<file path="config.mk">
export PLATFORM = sky130hd
export DESIGN_NAME = fmc_core_selector
export DESIGN_NICKNAME = d
export VERILOG_FILES = /design/src/rtl/fmc_core_selector.sv
export SDC_FILE = /design/constraint.sdc
export NUM_CORES = 1
export LEC_CHECK = 0
export CELL_PAD_IN_SITES_DETAIL_PLACEMENT = 0
export CELL_PAD_IN_SITES_GLOBAL_PLACEMENT = 1
export CORE_AREA = 2 2 122 243
export CTS_BUF_LIST = sky130_fd_sc_hd__clkbuf_8
export DETAILED_ROUTE_END_ITERATION = 10
export DIE_AREA = 0 0 124 245
export GPL_ROUTABILITY_DRIVEN = 0
export PLACE_DENSITY = 0.82
export SKIP_LAST_GASP = 1
export SLEW_MARGIN = 15
export SYNTH_ARGS = -nofsm -noshare
export SYNTH_HDL_FRONTEND = slang
export SYNTH_SLANG_ARGS = --single-unit
</file>
<file path="constraint.sdc">
create_clock -name sys_clk -period 2.13 [get_ports sys_clk]
set_input_delay 0.213 -clock sys_clk [delete_from_list [all_inputs] [get_ports sys_clk]]
set_output_delay 0.213 -clock sys_clk [all_outputs]
set_load 0.005 [all_outputs]
</file>
<file path="src/rtl/fmc_core_selector.sv">
// FMC address decoder and read-data mux behind the arbiter.
// Routes accesses to external cores or the board register bank.
module fmc_core_selector #(
  parameter int          NUM_CORES     = 4,
  parameter logic [31:0] BOARD_NAME0   = 32'h50565431,
  parameter logic [31:0] BOARD_NAME1   = 32'h20202020,
  parameter logic [31:0] BOARD_VERSION = 32'h00000001,
  parameter logic [31:0] UNMAPPED_DATA = 32'hDEADBEEF
) (
  input  logic                    sys_clk,
  input  logic                    sys_rst_n,
  input  logic [21:0]             sys_fmc_addr,
  input  logic                    sys_fmc_wren,
  input  logic                    sys_fmc_rden,
  input  logic [31:0]             sys_fmc_dout,
  output logic [31:0]             sys_fmc_din,
  output logic [NUM_CORES-1:0]    core_cs,
  output logic                    core_we,
  output logic [7:0]              core_addr,
  output logic [31:0]             core_write_data,
  input  logic [32*NUM_CORES-1:0] core_read_data
);

  localparam logic [7:0] NC = 8'(NUM_CORES);

  logic [7:0]  seg;
  logic [7:0]  rga;
  logic        hi_ok;
  logic        strobe;
  logic        is_rd;
  logic        is_both;
  logic        core_hit;
  logic        brd_hit;
  logic [NUM_CORES-1:0] cs_nxt;

  logic        s1_vld;
  logic        s1_rd;
  logic        s1_wr;
  logic        s1_err;
  logic        s1_brd;
  logic [7:0]  s1_reg;

  logic [31:0] scratch;
  logic [31:0] acc_cnt;
  logic [31:0] unm_cnt;
  logic [31:0] core_dat;
  logic [31:0] brd_val;
  logic [31:0] rd_mux;
  logic        core_sel;

  assign seg      = sys_fmc_addr[15:8];
  assign rga      = sys_fmc_addr[7:0];
  assign hi_ok    = (sys_fmc_addr[21:16] == 6'd0);
  assign strobe   = sys_fmc_wren | sys_fmc_rden;
  assign is_rd    = sys_fmc_rden & ~sys_fmc_wren;
  assign is_both  = sys_fmc_rden & sys_fmc_wren;
  assign core_hit = strobe & hi_ok & (seg != 8'd0) & (seg <= NC);
  assign brd_hit  = strobe & hi_ok & (seg == 8'd0) & (rga <= 8'd5);

  always_comb begin
    cs_nxt = '0;
    for (int k = 0; k < NUM_CORES; k++)
      cs_nxt[k] = core_hit && (seg == 8'(k + 1));
  end

  always_comb begin
    core_dat = '0;
    for (int k = 0; k < NUM_CORES; k++)
      if (core_cs[k])
        core_dat = core_dat | core_read_data[32*k +: 32];
  end

  assign core_sel = |core_cs;

  always_comb begin
    brd_val = UNMAPPED_DATA;
    case (s1_reg)
      8'h00:   brd_val = BOARD_NAME0;
      8'h01:   brd_val = BOARD_NAME1;
      8'h02:   brd_val = BOARD_VERSION;
      8'h03:   brd_val = scratch;
      8'h04:   brd_val = acc_cnt;
      8'h05:   brd_val = unm_cnt;
      default: brd_val = UNMAPPED_DATA;
    endcase
  end

  always_comb begin
    rd_mux = UNMAPPED_DATA;
    unique case (1'b1)
      core_sel: rd_mux = core_dat;
      s1_brd:   rd_mux = brd_val;
      default:  rd_mux = UNMAPPED_DATA;
    endcase
  end

  always_ff @(posedge sys_clk) begin
    if (!sys_rst_n) begin
      core_cs         <= '0;
      core_we         <= 1'b0;
      core_addr       <= '0;
      core_write_data <= '0;
      s1_vld          <= 1'b0;
      s1_rd           <= 1'b0;
      s1_wr           <= 1'b0;
      s1_err          <= 1'b0;
      s1_brd          <= 1'b0;
      s1_reg          <= '0;
      scratch         <= '0;
      acc_cnt         <= '0;
      unm_cnt         <= '0;
      sys_fmc_din     <= '0;
    end else begin
      core_cs <= cs_nxt;
      core_we <= sys_fmc_wren & core_hit;
      if (core_hit) begin
        core_addr       <= rga;
        core_write_data <= sys_fmc_dout;
      end
      s1_vld <= strobe;
      s1_rd  <= is_rd;
      s1_wr  <= sys_fmc_wren;
      s1_err <= is_both | (strobe & ~core_hit & ~brd_hit);
      s1_brd <= brd_hit;
      s1_reg <= rga;
      if (sys_fmc_wren && brd_hit && rga == 8'h03)
        scratch <= sys_fmc_dout;
      // Counters run one stage late so a clear beats its own increment
      if (s1_wr && s1_brd && s1_reg == 8'h04)
        acc_cnt <= '0;
      else if (s1_vld)
        acc_cnt <= acc_cnt + 32'd1;
      if (s1_wr && s1_brd && s1_reg == 8'h05)
        unm_cnt <= '0;
      else if (s1_err && unm_cnt != 32'hFFFFFFFF)
        unm_cnt <= unm_cnt + 32'd1;
      if (s1_rd)
        sys_fmc_din <= rd_mux;
    end
  end

endmodule

</file>
==> results of run 1 <==
-- cell usage in the layout (no fill, tap or decap), types with 11 or more instances in the layout --
| cell | instances |
|---|---|
| nand2_1 | 90 |
| nand4_1 | 25 |
| nand3_1 | 46 |
| inv_1 | 20 |
| a221o_1 | 15 |
| dfxtp_1 | 184 |
| a211oi_1 | 17 |
| a21oi_1 | 67 |
| nor2_1 | 96 |
| and4_1 | 12 |
| mux2i_1 | 48 |
| buf_4 | 72 |
| nor3_1 | 15 |
| and2_1 | 20 |
| clkdlybuf4s50_1 | 258 |
| o221ai_1 | 17 |
| or4_1 | 11 |
| o21ai_0 | 41 |
| or3_1 | 18 |
| a22oi_1 | 49 |
| o21ai_1 | 25 |
| xnor2_1 | 13 |
| clkbuf_8 | 17 |
-- through the flow --
| step | instances | TNS (ps) | total power [mW] |
|---|---|---|---|
| after floorplan | 1069 | -2180 | 3.87 |
| after global routing | 1739 | -141 | 6.91 |
| after CTS | 1730 | 0 | 6.72 |
| after global placement | 1689 | -45020 | 4.47 |
| after detailed placement | 1689 | -47940 | 4.48 |
| final | 1739 | 0 | 6.69 |
-- cell families (layout without fill, tap and decap cells) --
group	after synthesis	count (layout)	synth area share, %
AND/OR/NAND/NOR	383	383	21.5
AO/OA/AOI/OAI	327	327	24.5
flip-flops	186	186	41.2
buffers and inverters	100	410	4.89
multiplexers	49	49	5.43
XOR/XNOR	22	22	2.13
adder cells (fa/ha/maj)	2	2	0.277
-- power by group through the flow --
| stage | registers [mW] | clock network [mW] | logic (mW) |
|---|---|---|---|
| after floorplan | 3.64 | 0 | 0.230 |
| after global placement | 3.65 | 0 | 0.820 |
| after detailed placement | 3.66 | 0 | 0.824 |
| after CTS | 3.58 | 2.32 | 0.828 |
| after global routing | 3.58 | 2.43 | 0.889 |
| final | 3.58 | 2.27 | 0.835 |
-- final cells by class --
cell class                      count  area (µm²)
Multi-Input combinational cell    783        4990
Clock buffer                       17         234
Clock inverter                     14         123
Sequential cell                   186        3730
Fill cell                        2703       15400
Inverter                           19        71.3
Timing Repair Buffer              360        3670
Tap cell                          360         450
-- metal layers --
metal,GRT usage (%),up-vias,routed length [µm]
met5,0,-,0
met4,11.1,0,1750
met3,5.37,81,3450
met2,41.1,463,17900
met1,23.5,4619,12900
li1,-,4602,-
-- how the worst max path moves through the flow --
stage | cells after the start | slack [ps] | startpoint | endpoint
detailed placement | 7 | -720 | sys_fmc_addr[16] | core_write_data[19]
finish | 9 | 20 | sys_fmc_addr[18] | scratch[14]
global placement | 7 | -640 | sys_fmc_addr[16] | s1_err
CTS | 9 | 20 | sys_fmc_addr[19] | core_write_data[22]
floorplan | 7 | -50 | sys_fmc_addr[16] | core_write_data[0]
global route | 7 | -30 | unm_cnt[0] | unm_cnt[0]
-- critical path: cells and delay by family --
kind / cells / cell delay, ps
buffers and inverters: 4 / 670
AND/OR/NAND/NOR: 3 / 1400
AO/OA/AOI/OAI: 2 / 210
-- what timing repair did --
| action | in CTS | in global routing |
|---|---|---|
| resized for setup | 15 | 35 |
| setup buffers | 5 | 2 |
| cloned | 5 | 8 |
| setup endpoints to repair | 74 | 87 |
| pin swaps | 4 | 10 |
==> metrics.csv, run 1 <==
metric,value,unit
status,finished clean,
first-pass GRT wire length,52.0,mm
HP Class,input pin to register,
leakage,4.75,nW
# diodes,0,
Max IR drop VDD,0.000301,V
layout overhead on the synthesized area,46.9,%
HPWL Detailed,27.1,mm
DIE AREA,30400,µm²
fin. max-slew vios,0,
synthesized area,9030,µm²
hold slack,269,ps
num rows,88,
vias in the first global route,9352,
via count,9765,
Worst Hold End,scratch[22],
RSZ-0062 raised after global routing,yes,
DRT iter0 DRCs,720,
critical-path cell list,dlygate4sd2_1 > or4_4 > or4_4 > buf_6 > buf_6 > or3_4 > clkbuf_16 > o21ai_2 > a21oi_2,
Post-synth top cells,"186 x dfxtp_1, 96 x nor2_1, 91 x nand2_1",
total gr overflow,0,
hold_buf cts,0,
CP startpoint kind,input pin,
Syn Inst Count,1069,
MaxCap Viol Count,0,
Vias/cell,5.62,
Rel. slew slack,58.3,%
Highest Clock Rate,0.473,GHz
final WL,36.0,mm
worst-path maximum fanout,7,
flop-to-flop setup slack,70,ps
pin count of the biggest net entering global routing,76,
Yosys top cell area share,41.2,%
register area share after synthesis,41.2,%
Place WS,-718,ps
Num CTS Buffers,17,
Seq pwr share,53.5,%
Post-synth EDFFs,0,
Synth cell types,60,
clock buffer depth,2,
ranking of synthesized cells by area,"dfxtp_1 41%, mux2i_1 5.4%, a22oi_1 4.1%",
CP peak stage delay,510,ps
syn nets,1257,
Hold Fails Final Rpt,0,
largest area contributor in the netlist,dfxtp_1,
"CTS clk-pin slew, worst paths",100,ps
I/O Buffers,262,
Die Y,245,µm
H-tree Lvls,4,
clock share of power,34.0,%
DP Area,12400,µm²
Root Driver,clkbuf_8,
R2R depth,6,
internal power,4.94,mW
Logic pwr share,12.5,%
# clock sinks,186,
fin crit share,99.2,%
CTS tree,done,
synthesized area per cell,8.45,µm²
Nets,1555,
Routed wire per std cell,20.7,µm
worst reg2reg path endpoint,unm_cnt[29],
CP Class,input pin to register,
Setup crit end kind,register,
Initial Utilization,31.6,%
Critical Path AT,2510,ps
Die W,124,µm
final count of negative-setup-slack endpoints,0,
Psw,1.75,mW
"flops & latches, synth",186,
Sw Share,26.1,%
pwr/cell area,504,nW/µm²
slew at the pin closest to its max-slew limit,619,ps
clk_lat worst skew,510,ps
clock skew,16.2,ps
most frequent cell after synthesis,dfxtp_1,
"crit path setup slack, layout",16.2,ps
fin area,13300,µm²
GRT Total Usage,22.5,%
"Top FF cell, synth",dfxtp_1,
Detail Route Antenna Nets,0,
post-layout minimum cycle time,2110,ps
IO Count,263,
Worst path slowest cell,or4_4,
Syn. warnings,0,
R2R Path Start,unm_cnt[4],
fraction of layout cells with a size suffix above 1,12.7,%
worst hold start,sys_fmc_dout[22],
Post-synth ARST share,0,%
total core area,28600,µm²
hold path cells,3,
initial antenna violation count,0,
Critical Path RT,2530,ps
TritonRoute pass-1 iters,6,
final core utilization,46.3,%
# DRC,0,
Note: power is estimated with default switching activity, not from simulation.
==> run 2, diff against run 1 <==
--- a/config.mk
+++ b/config.mk
@@ -8,10 +8,10 @@
 export CELL_PAD_IN_SITES_DETAIL_PLACEMENT = 0
 export CELL_PAD_IN_SITES_GLOBAL_PLACEMENT = 1
 export CORE_AREA = 2 2 122 243
-export CTS_BUF_LIST = sky130_fd_sc_hd__clkbuf_8
 export DETAILED_ROUTE_END_ITERATION = 10
 export DIE_AREA = 0 0 124 245
 export GPL_ROUTABILITY_DRIVEN = 0
+export MAX_ROUTING_LAYER = met4
 export PLACE_DENSITY = 0.82
 export SKIP_LAST_GASP = 1
 export SLEW_MARGIN = 15
==> run 2 against run 1 <==
Compared with the run above: via count hardly changed; non-clock buffer count is the same; critical path depth unchanged; total power up 12%; first-iteration DRC count decreased by 0.28%; critical path type unchanged.
==> metrics.csv, run 2 (same netlist as run 1, synthesis figures left out) <==
metric,value,unit,change
Vias/cell,5.62,,about the same
worst hold start,sys_fmc_dout[22],,unchanged
post-layout minimum cycle time,2100,ps,was 2110 ps
flop-to-flop setup slack,90,ps,was 70 ps
status,finished clean,,unchanged
Max IR drop VDD,0.000404,V,was 0.000301 V
fin. max-slew vios,0,,unchanged
IO Count,263,,unchanged
"CTS clk-pin slew, worst paths",70,ps,was 100 ps
Setup crit end kind,register,,unchanged
pin count of the biggest net entering global routing,76,,unchanged
Critical Path RT,2460,ps,was 2530 ps
clock buffer depth,2,,unchanged
DIE AREA,30400,µm²,unchanged
Die W,124,µm,unchanged
CTS tree,done,,unchanged
top layer in use,met4,,unchanged
CP startpoint kind,input pin,,unchanged
Initial Utilization,31.6,%,unchanged
# DRC,0,,unchanged
"most common cell after layout, fill and taps aside",clkdlybuf4s50_1,,unchanged
most frequent cells in the layout,"258 x clkdlybuf4s50_1, 184 x dfxtp_1, 96 x nor2_1",,unchanged
Detail Route met3 WL,3.14,mm,was 3.45 mm
HPWL Detailed,27.1,mm,unchanged
Routed wire per std cell,20.8,µm,was 20.7 µm
Place WS,-718,ps,unchanged
Worst Hold End,scratch[22],,unchanged
CP Class,input pin to register,,unchanged
worst-path maximum fanout,7,,unchanged
Highest Clock Rate,0.475,GHz,was 0.473 GHz
total core area,28600,µm²,unchanged
via count,9771,,was 9765
layout overhead on the synthesized area,48.9,%,was 46.9%
hold_buf cts,0,,unchanged
Rel. slew slack,60.6,%,was 58.3%
total gr overflow,0,,unchanged
worst reg2reg path endpoint,sys_fmc_din[22],,was unm_cnt[29]
Nets,1555,,unchanged
leakage,4.82,nW,was 4.75 nW
final WL,36.1,mm,was 36.0 mm
fraction of layout cells with a size suffix above 1,12.8,%,was 12.7%
TritonRoute pass-1 iters,6,,unchanged
MaxCap Viol Count,0,,unchanged
# clock sinks,186,,unchanged
H-tree Lvls,4,,unchanged
fin area,13500,µm²,was 13300 µm²
cell total after placement,1689,,unchanged
Die Y,245,µm,unchanged
power after layout,7.48,mW,was 6.69 mW
R2R Path Start,s1_reg[3],,was unm_cnt[4]
TNS Setup,0,ps,unchanged
DR WL met2,18.2,mm,was 17.9 mm
slew at the pin closest to its max-slew limit,585,ps,was 619 ps
final count of negative-setup-slack endpoints,0,,unchanged
Metal-1 WL,13.3,mm,was 12.9 mm
# diodes,0,,unchanged
clock skew,11.3,ps,was 16.2 ps
pwr/cell area,556,nW/µm²,was 504 nW/µm²
initial antenna violation count,0,,unchanged
num rows,88,,unchanged
DP Area,12400,µm²,unchanged
GRT Total Usage,23.1,%,was 22.5%
hold path cells,3,,unchanged
Critical Path AT,2430,ps,was 2510 ps
fin crit share,98.7,%,was 99.2%
Root Driver,clkbuf_16,,was clkbuf_8
Layout Cells excl Fill,1739,,unchanged
R2R depth,7,,was 6
Hold Fails Final Rpt,0,,unchanged
I/O Buffers,262,,unchanged
RSZ-0062 raised after global routing,yes,,unchanged
DRT iter0 DRCs,718,,was 720
first-pass GRT wire length,52.0,mm,about the same
vias in the first global route,9412,,was 9352
"crit path setup slack, layout",26.7,ps,was 16.2 ps
clk_lat worst skew,450,ps,was 510 ps
Detail Route Antenna Nets,0,,unchanged
Num CTS Buffers,17,,unchanged
HP Class,input pin to register,,unchanged
==> run 2: cell types whose count changed in the layout (fill, tap and decap cells not counted), sizes merged <==
cell / before / now
buf: 93 / 94
clkbuf: 22 / 27
clkdlybuf4s15: 2 / 1
dlygate4sd2: 2 / 0
inv: 25 / 22
==> run 2: worst max-delay path by stage <==
| stage | slack [ps] | startpoint | depth (start not counted) | to |
|---|---|---|---|---|
| after global routing | -30 | unm_cnt[3] | 7 | unm_cnt[0] |
| after floorplan | -50 | sys_fmc_addr[16] | 7 | core_write_data[0] |
| after CTS | 10 | s1_reg[3] | 7 | sys_fmc_din[19] |
| after global placement | -640 | sys_fmc_addr[16] | 7 | s1_err |
| final | 30 | sys_fmc_addr[21] | 9 | scratch[13] |
| after detailed placement | -720 | sys_fmc_addr[16] | 7 | core_write_data[19] |
==> run 2: metal layers <==
layer | track usage [%] | vias to the layer above
met5 | - | -
met4 | 9.19 | 0
met3 | 4.74 | 66
met2 | 41.8 | 451
met1 | 24.0 | 4638
li1 | - | 4616
==> run 2: timing repair <==
| action | CTS | global route |
|---|---|---|
| pin swaps | 4 | 10 |
| resized for setup | 17 | 37 |
| setup endpoints to repair | 74 | 87 |
| buffers inserted | 5 | 2 |
| cloned | 5 | 8 |
==> run 2: layout make-up <==
cell class / instances / area [µm²]
Sequential cell: 186 / 3730
Clock buffer: 20 / 437
Clock inverter: 11 / 111
Fill cell: 2677 / 15200
Multi-Input combinational cell: 783 / 5000
Tap cell: 360 / 450
Timing Repair Buffer: 360 / 3660
Inverter: 19 / 71.3
==> run 2: critical path, cell delays in order <==
cell and delay [ps]:
buf_2 100, or4_4 530, or4_4 500, buf_6 130
buf_6 100, or3_4 430, clkbuf_16 200, o21ai_1 140
a21oi_1 80
==> run 2: report_power, final <==
group	internal [mW]	switching (mW)	leakage, nW
clock network	1.62	1.45	0.262
logic	0.490	0.345	3.06
registers	3.53	0.0500	1.51
total	5.64	1.84	4.82
==> run 2: per-stage QoR <==
step	hold slack (ps)	util, %
3_3_place_gp	454	43.5
3_5_place_dp	464	43.5
6_report	350	47.0
4_1_cts	340	46.1
2_1_floorplan	289	-
5_1_grt	350	47.0
